### config.mk
export PLATFORM = sky130hd
export DESIGN_NAME = report_scheduler
export DESIGN_NICKNAME = d
export VERILOG_FILES = /design/src/rtl/report_pkg.sv /design/src/rtl/report_fifo.sv /design/src/rtl/report_scheduler.sv
export SDC_FILE = /design/constraint.sdc
export NUM_CORES = 1
export LEC_CHECK = 0
export ABC_AREA = 1
export CORE_MARGIN = 2
export CORE_UTILIZATION = 60
export CTS_CLUSTER_DIAMETER = 60
export CTS_CLUSTER_SIZE = 12
export DETAILED_ROUTE_END_ITERATION = 10
export PLACE_DENSITY = 0.82
export SETUP_SLACK_MARGIN = 0.4
export SYNTH_ARGS = -nofsm -noshare
export SYNTH_HDL_FRONTEND = slang
export SYNTH_SLANG_ARGS = --single-unit
### constraint.sdc
create_clock -name clk -period 5.7 [get_ports clk]
set_input_delay 1.14 -clock clk [delete_from_list [all_inputs] [get_ports clk]]
set_output_delay 1.14 -clock clk [all_outputs]
set_load 0.01 [all_outputs]
### src/rtl/report_pkg.sv
// report_pkg: scheduler FSM states, header defaults, report lengths and frame-record layout.
package report_pkg;
    typedef enum logic [1:0] {S_IDLE, S_LOAD, S_SEND, S_WAIT} state_e;
    localparam logic [7:0] HDR0_DEF = 8'hA5;
    localparam logic [7:0] HDR1_DEF = 8'h5A;
    localparam int REPORT_LEN = 9;
    localparam int REPORT_LEN_CSUM = 10;
    localparam int FRAME_W = 56;
    // Record layout: {s_CT[55:48], obs_alert[47:32], max_angle[31:16], min_angle[15:0]}
    function automatic logic [7:0] frame_byte(input logic [FRAME_W-1:0] f, input logic [3:0] i,
                                              input logic [7:0] h0, input logic [7:0] h1);
        case (i)
            4'd0: frame_byte = h0;
            4'd1: frame_byte = h1;
            4'd2: frame_byte = f[55:48];
            4'd3: frame_byte = f[39:32];
            4'd4: frame_byte = f[47:40];
            4'd5: frame_byte = f[23:16];
            4'd6: frame_byte = f[31:24];
            4'd7: frame_byte = f[7:0];
            4'd8: frame_byte = f[15:8];
            default: frame_byte = 8'h00;
        endcase
    endfunction
    function automatic logic [7:0] frame_csum(input logic [FRAME_W-1:0] f);
        frame_csum = f[55:48] ^ f[47:40] ^ f[39:32] ^ f[31:24] ^ f[23:16] ^ f[15:8] ^ f[7:0];
    endfunction
endpackage

### src/rtl/report_fifo.sv
// report_fifo: synchronous FIFO of frame records; push while full only succeeds alongside a pop.
module report_fifo import report_pkg::*; #(
    parameter int DEPTH = 4,
    parameter int W = FRAME_W
) (
    input  logic         clk,
    input  logic         reset,
    input  logic         push_i,
    input  logic         pop_i,
    input  logic [W-1:0] data_i,
    output logic [W-1:0] data_o,
    output logic         full_o,
    output logic         empty_o,
    output logic [4:0]   count_o
);
    localparam int AW = $clog2(DEPTH);
    logic [W-1:0] mem_q [DEPTH];
    logic [AW-1:0] wr_q, rd_q;
    logic [4:0] count_q;
    logic push_ok, pop_ok;
    assign full_o = count_q == 5'(DEPTH);
    assign empty_o = count_q == 5'd0;
    assign pop_ok = pop_i && !empty_o;
    assign push_ok = push_i && (!full_o || pop_ok);
    assign data_o = mem_q[rd_q];
    assign count_o = count_q;
    always_ff @(posedge clk) begin
        if (reset) begin
            wr_q <= '0;
            rd_q <= '0;
            count_q <= '0;
        end else begin
            if (push_ok) begin
                mem_q[wr_q] <= data_i;
                wr_q <= wr_q + 1'b1;
            end
            if (pop_ok) rd_q <= rd_q + 1'b1;
            count_q <= count_q + 5'(push_ok) - 5'(pop_ok);
        end
    end
endmodule

### src/rtl/report_scheduler.sv
// report_scheduler: buffers frame results and serialises each as a headered UART report.
// Define REPORT_CHECKSUM_EN to append an XOR checksum byte over the seven payload bytes.
module report_scheduler import report_pkg::*; #(
    parameter int FIFO_DEPTH = 4,
    parameter logic [7:0] HDR0 = HDR0_DEF,
    parameter logic [7:0] HDR1 = HDR1_DEF
) (
    input  logic        clk,
    input  logic        reset,
    input  logic        rx_dv,
    input  logic [7:0]  s_CT,
    input  logic [15:0] obs_alert,
    input  logic [15:0] max_dist_angle,
    input  logic [15:0] min_dist_angle,
    input  logic        tx_busy,
    input  logic        tx_done,
    output logic        tx_start,
    output logic [7:0]  tx_byte,
    output logic [4:0]  pending,
    output logic        overflow,
    output logic [7:0]  frame_cnt
);
    state_e state_q;
    logic [FRAME_W-1:0] frame_q, head;
    logic [3:0] idx_q;
    logic [7:0] cur_byte;
    logic fifo_full, fifo_empty, pop;
    assign pop = state_q == S_LOAD;
    report_fifo #(.DEPTH(FIFO_DEPTH), .W(FRAME_W)) u_fifo (
        .clk(clk),
        .reset(reset),
        .push_i(rx_dv),
        .pop_i(pop),
        .data_i({s_CT, obs_alert, max_dist_angle, min_dist_angle}),
        .data_o(head),
        .full_o(fifo_full),
        .empty_o(fifo_empty),
        .count_o(pending)
    );
`ifdef REPORT_CHECKSUM_EN
    localparam logic [3:0] LAST = 4'(REPORT_LEN_CSUM - 1);
    assign cur_byte = (idx_q == LAST) ? frame_csum(frame_q) : frame_byte(frame_q, idx_q, HDR0, HDR1);
`else
    localparam logic [3:0] LAST = 4'(REPORT_LEN - 1);
    assign cur_byte = frame_byte(frame_q, idx_q, HDR0, HDR1);
`endif
    always_ff @(posedge clk) begin
        if (reset) begin
            state_q <= S_IDLE;
            frame_q <= '0;
            idx_q <= '0;
            tx_start <= 1'b0;
            tx_byte <= 8'h00;
            overflow <= 1'b0;
            frame_cnt <= 8'h00;
        end else begin
            tx_start <= 1'b0;
            if (rx_dv && fifo_full && !pop) overflow <= 1'b1;
            case (state_q)
                // Leave results queued while the UART is busy so a full FIFO really means full.
                S_IDLE: if (!fifo_empty && !tx_busy) state_q <= S_LOAD;
                S_LOAD: begin
                    frame_q <= head;
                    idx_q <= '0;
                    state_q <= S_SEND;
                end
                S_SEND: if (!tx_busy) begin
                    tx_start <= 1'b1;
                    tx_byte <= cur_byte;
                    state_q <= S_WAIT;
                end
                S_WAIT: if (tx_done) begin
                    if (idx_q == LAST) begin
                        state_q <= S_IDLE;
                        frame_cnt <= frame_cnt + 8'd1;
                    end else begin
                        idx_q <= idx_q + 4'd1;
                        state_q <= S_SEND;
                    end
                end
                default: state_q <= S_IDLE;
            endcase
        end
    end
endmodule

Word level (Yosys, flattened, before mapping)
Memory sizes are Yosys's and may differ from the RTL's. A register that Yosys moved wholly into a read port is not among the register bits.
Cells that the tools add are included.
Cells by class
  add/subtract/negate cells: 6
  multipliers: 0
  div/mod/pow operators: 0
  order comparisons: 0
  eq/ne operators: 16
  shift-type cells: 0
  multiplexer cells: 13
  bitwise logic cells: 2
  reduce and logical (&&, ||, !) cells: 19
Operators by type and width (count)
  $pmux W8 S9: 1
  $eq A4 B3 Y1 const B: 4
  $reduce_and A3 Y1: 3
  $add A8 B1 Y8 const B: 1
  $eq A4 B2 Y1 const B: 2
  $mux W2: 4
  $mux W4: 2
  $ne A2 B2 Y1 const B: 4
  $pmux W2 S4: 1
  $pmux W4 S2: 1
  $add A5 B1 Y5: 1
  $eq A5 B3 Y1 const B: 1
  $logic_and A1 B1 Y1: 5
  $logic_not A5 Y1: 1
  $sub A5 B1 Y5: 1
  $add A2 B1 Y2 const B: 2
  $add A4 B1 Y4 const B: 1
  $eq A2 B2 Y1 const B: 2
  $eq A4 B1 Y1 const B: 1
  $eq A4 B4 Y1 const B: 1
  $logic_not A1 Y1: 4
  $logic_not A4 Y1: 1
  $mux W1: 4
  $eq A2 B1 Y1 const B: 1
  6 further kinds: 7
Word-level totals
  bits in registers: 33
  latch bits: 0
  RAM bits: 224
  bits in read-only memories: 0
  input port bits: 61
  word-level logic and storage cells: 66
  memories kept: 1
Memories
  u_fifo.mem_q: depth 4, bits a word 56, rd ports 1, clocked after Yosys merged registers in 1, write ports 1, line report_fifo.sv:17  | logic [W-1:0] mem_q [DEPTH];

Longest topological paths before layout
  depth after elaboration: 8
  depth in mapped cells: 17
  mapped depth without buffers: 17

Cells and area by module
Synthesis repeated with hierarchy kept, for this count alone.
Second synthesis, totals
  cell total of the unflattened synthesis: 1152
  area total of the unflattened synthesis: 12896.1 um2
By module, submodules not included
  report_fifo: instances 1, cells each 630, area each 9300.2 um2, seq. area each 6946.7 um2
  report_scheduler: instances 1, cells each 522, area each 3595.9 um2, seq. area each 1601.5 um2

Worst setup path before layout
No wires, ideal clock.
  path kind: input-to-reg
  from: input reset
  to: memory u_fifo.mem_q[0][0] (netlist bit) (enable)
  library setup time: 0.470 ns
  arrival time: 3.791 ns
  data required time: 5.230 ns
  setup slack: 1.439 ns
  stages: 4
  buffers on the path: 1
  path through: clkbuf_1 inv_1 nand2_1 nor2_1
Between the ends
  word-level cells in the longest chain between the ends: 2
RTL lines
  start, declared: line report_scheduler.sv:9  | input logic reset,
  $mux W1: line report_fifo.sv:28  | if (reset) begin
  $mux W1 (not written as such): line report_fifo.sv:34  | mem_q[wr_q] <= data_i;
  end, declared: line report_fifo.sv:17
Every way passes these cells.

Worst setup path in the final report
  from: input rx_dv
  to: memory u_fifo.mem_q[1][21] (netlist bit) (enable)
Between the ends
  word-level cells in the longest chain between the ends: 4
RTL lines
  start, declared: line report_scheduler.sv:10  | input logic rx_dv,
  $logic_and A1 B1 Y1: line report_fifo.sv:24  | assign push_ok = push_i && (!full_o || pop_ok);
  $mux W1: line report_fifo.sv:33  | if (push_ok) begin
  $mux W1: line report_fifo.sv:28
  $mux W1 (not written as such): line report_fifo.sv:34
Every way passes these cells.

==> flow_metrics.py <==
metrics = {
    "run_status": {
        "outcome": "finished, final reports clean",
    },
    "finish": {
        "diodes": 0,
        "drive_above_1_share_pct": 5.074,
        "final_util_pct": 69.15,
        "area_growth_pct": 13.81,
        "multiInputGateArea_um2": 3491,
        "regArea_um2": 8509,
        "fill_cells": 1515,
        "nets": 1334,
        "design_area_um2": 14490,
    },
    "grt": {
        "grt_pass1_vias": 8562,
        "grt_overflow_total": 0,
        "grtUsageMet2_pct": 41.61,
        "grt.busiest_layer": "met2",
        "grt_use_met1_pct": 32.75,
        "grt_pass1_wl_mm": 43.26,
        "antenna_found_initial": 0,
        "grtUsageMet3_pct": 4.146,
        "grt_max_degree": 78,
        "grtUsageTotal_pct": 24.40,
    },
    "clock_tree": {
        "numClockSinks": 313,
        "htreeDepth": 1,
        "numCtsBuffers": 30,
        "cts_hold_repair.buffers": 0,
        "cts_tree": "done",
        "clockRootBuffer": "clkbuf_16",
        "postCtsSetupRepairBufs": 0,
        "cts-resized-gates": 0,
        "insertion_delay_ns": 0.56,
        "path_clk_slew_ns": 0.06,
        "clockBufferDepth": 3,
    },
    "synthesis": {
        "synthTopCellsByArea": "edfxtp_1, dfxtp_1, nor2_1",
        "synth_edf_count": 224,
        "yosys_warnings": 0,
        "synth_top_family_by_area": "simple AND/OR/NAND/NOR gates",
        "yosysTopAreaCell": "edfxtp_1",
        "netlist_top_cells_count": "nor2_1, edfxtp_1, o21ai_0, nand2_1, inv_1",
        "synth_xor_xnor_area_share_pct": 0.2751,
        "synthAdderAreaFrac_pct": 1.631,
        "synth.distinct_cells": 32,
        "synth_most_common_cell": "nor2_1",
        "synth_top_area_share_pct": 52.82,
        "synthesis.nets": 1282,
        "synth_compound_area_share_pct": 10.70,
        "ys_seq_area_share_pct": 66.82,
        "synth_mux_area_share_pct": 0,
        "synth_ff_type": "edfxtp_1",
        "async_reset_ff_share_pct": 0,
        "synth-seq-cells": 313,
        "netlist_area_um2": 12730,
        "postSynthCellCount": 1205,
        "syn_avg_cell_area_um2": 10.57,
        "yosys.area_share.simple_pct": 14.57,
    },
    "setup_path": {
        "rr_endpoint": "u_fifo.mem_q[1][21]$_DFFE_PP_",
        "arrival_ns": 3.48,
        "critical_path_class": "input port to register",
        "slowest_stage": "nor2_4",
        "crit_path_max_incr_delay_ns": 0.97,
        "reg2reg_from": "u_fifo.count_o[3]$_SDFF_PP0_",
        "cp_data_required_time_ns": 5.95,
        "path_delay_family": "simple AND/OR/NAND/NOR gates",
        "critical_path.cell_chain": "clkdlybuf4s50_1 > nand2_1 > inv_1 > nand2_1 > nor2_4 > buf_4",
        "cp_num_buf_inv": 3,
        "cp_max_fo": 33,
        "startpoint_type": "input port",
        "endpoint_kind": "register",
        "ff2ff_path_depth": 12,
        "r2r_setup_slack_ns": 2.60,
        "crit_top_cell": "nand2_1",
    },
    "job": {
        "drv_cap": 0,
    },
    "timing": {
        "final_max_slew_viol_count": 0,
        "hold_viol": 0,
        "period_needed_ns": 3.231,
        "relSlewSlack_pct": 20.99,
        "fmax_mhz": 309.5,
        "setup_slack_ns": 2.469,
        "hold_ws_ns": 0.4715,
        "finalSetupTns_ns": 0,
        "setup-violations-final": 0,
        "fin_crit_sh_pct": 56.68,
        "worst_pin_slew_ns": 1.182,
        "rsz0062_at_grt": "false",
        "skew_ns": 0.01305,
    },
    "die": {
        "design.core.area_um2": 20960,
        "die_w_um": 149.7,
        "rows": 53,
        "start_util_pct": 60.77,
        "fp.dieH_um": 149.7,
        "io_pins": 84,
        "die_area_um2": 22400,
    },
    "detailed_routing": {
        "drc_errors": 0,
        "dr.pass1.iters": 5,
        "routed_wirelength_mm": 27.01,
        "drt-initial-drc-count": 980,
        "dr_total_vias": 8822,
        "drtAntennaViolNets": 0,
        "wl_per_cell_um": 17.36,
        "vias_per_cell": 5.670,
    },
    "worst_hold_path": {
        "hp-start": "tx_byte[3]$_SDFFE_PP0P_",
        "hold_class": "register to register",
        "min_to": "tx_byte[3]$_SDFFE_PP0P_",
        "min_path_cells": 2,
    },
    "power": {
        "p_per_area_nw_per_um2": 417.4,
        "peakVddDrop_mv": 0.3193,
        "leakagePower_nw": 5.507,
    },
    "place": {
        "routabilityCongestion": 0.9706,
        "place_area_um2": 13620,
        "io_buffers": 83,
        "post-dp-hpwl_mm": 16.12,
        "pre_cts_ws_ns": 1.868,
    },
}
-- placed cells by master, fill, tap and decap left out, types with 2 or more instances in the layout --
cell               n
a21oi_1           20
buf_4             12
clkbuf_1          23
clkbuf_16         30
clkdlybuf4s50_1   82
dfxtp_1           88
edfxtp_1         224
ha_1              15
inv_1             89
inv_2              6
nand2_1           92
nand3_1           24
nand4_1           40
nor2_1           270
nor2_4             7
nor3_1             4
o21ai_0          111
o21ai_1           70
o22ai_1           56
xnor2_1            2
xor2_1             2
-- registers in the layout (all words and copies together) (netlist names), 2 cells and up --
register and flops:
idx_q 4, u_fifo.rd_q 2, frame_q 56, state_q 2, u_fifo.wr_q 2, u_fifo.count_o 5
u_fifo.mem_q 224, frame_cnt 8, tx_byte 8
-- worst reg2reg max path, cell delays in order, from the launching register on --
cell and delay, ns:
dfxtp_1 0.37, inv_1 0.08, ha_1 0.17, inv_1 0.05, nor2_1 0.03, nand2_1 0.11
nand2_1 0.10, nand2_1 0.07, nand2_1 0.07, inv_1 0.12, nand2_1 0.25, nor2_4 0.97
buf_4 0.41
-- routing by layer --
metal	up-vias	share of wire, %
met5	-	0
met2	312	49
met3	56	6.5
met1	4202	42
met4	0	2.2
li1	4252	-
-- metrics by stage --
step | cells | total power, W
floorplan | 1205 | 0.003905
global route | 1556 | 0.006373
detailed placement | 1500 | 0.004294
global placement | 1500 | 0.004237
finish | 1556 | 0.006048
CTS | 1556 | 0.006059
-- power by group --
group	internal (W)	leakage, nW	switching, W	total [W]
Sequential	0.00270	2.76	0.000156	0.00286
Clock	0.000993	0.414	0.000790	0.00178
Combinational	0.000455	2.33	0.000949	0.00140
-- how the worst max path moves through the flow --
stage / start / end / slack [ns] / depth (start not counted)
final: rx_dv / u_fifo.mem_q[1][21]$_DFFE_PP_ / 2.47 / 6
after global routing: rx_dv / u_fifo.mem_q[1][21]$_DFFE_PP_ / 2.33 / 6
after CTS: rx_dv / u_fifo.mem_q[1][21]$_DFFE_PP_ / 2.45 / 6
after detailed placement: rx_dv / u_fifo.mem_q[1][21]$_DFFE_PP_ / 1.87 / 6
after global placement: rx_dv / u_fifo.mem_q[1][21]$_DFFE_PP_ / 1.90 / 6
after floorplan: reset / u_fifo.mem_q[0][0]$_DFFE_PP_ / 1.44 / 4
-- kinds of logic (layout without fill, tap and decap cells) --
family,count (synthesis),in the layout
simple gates,443,443
flops,313,313
compound gates,258,258
buf+inv,171,247
fa+ha+maj,16,16
xor+xnor,4,4
-- area by class of cell --
type                            instances  area share (%)
Sequential cell                       313           58.72
Multi-Input combinational cell        721           24.09
Inverter                               96           2.495
Clock buffer                           54           5.811
Timing Repair Buffer                   95           6.320
Clock inverter                          2          0.1899
Tap cell                              275           2.374
Power figures use the tool's default switching activity.
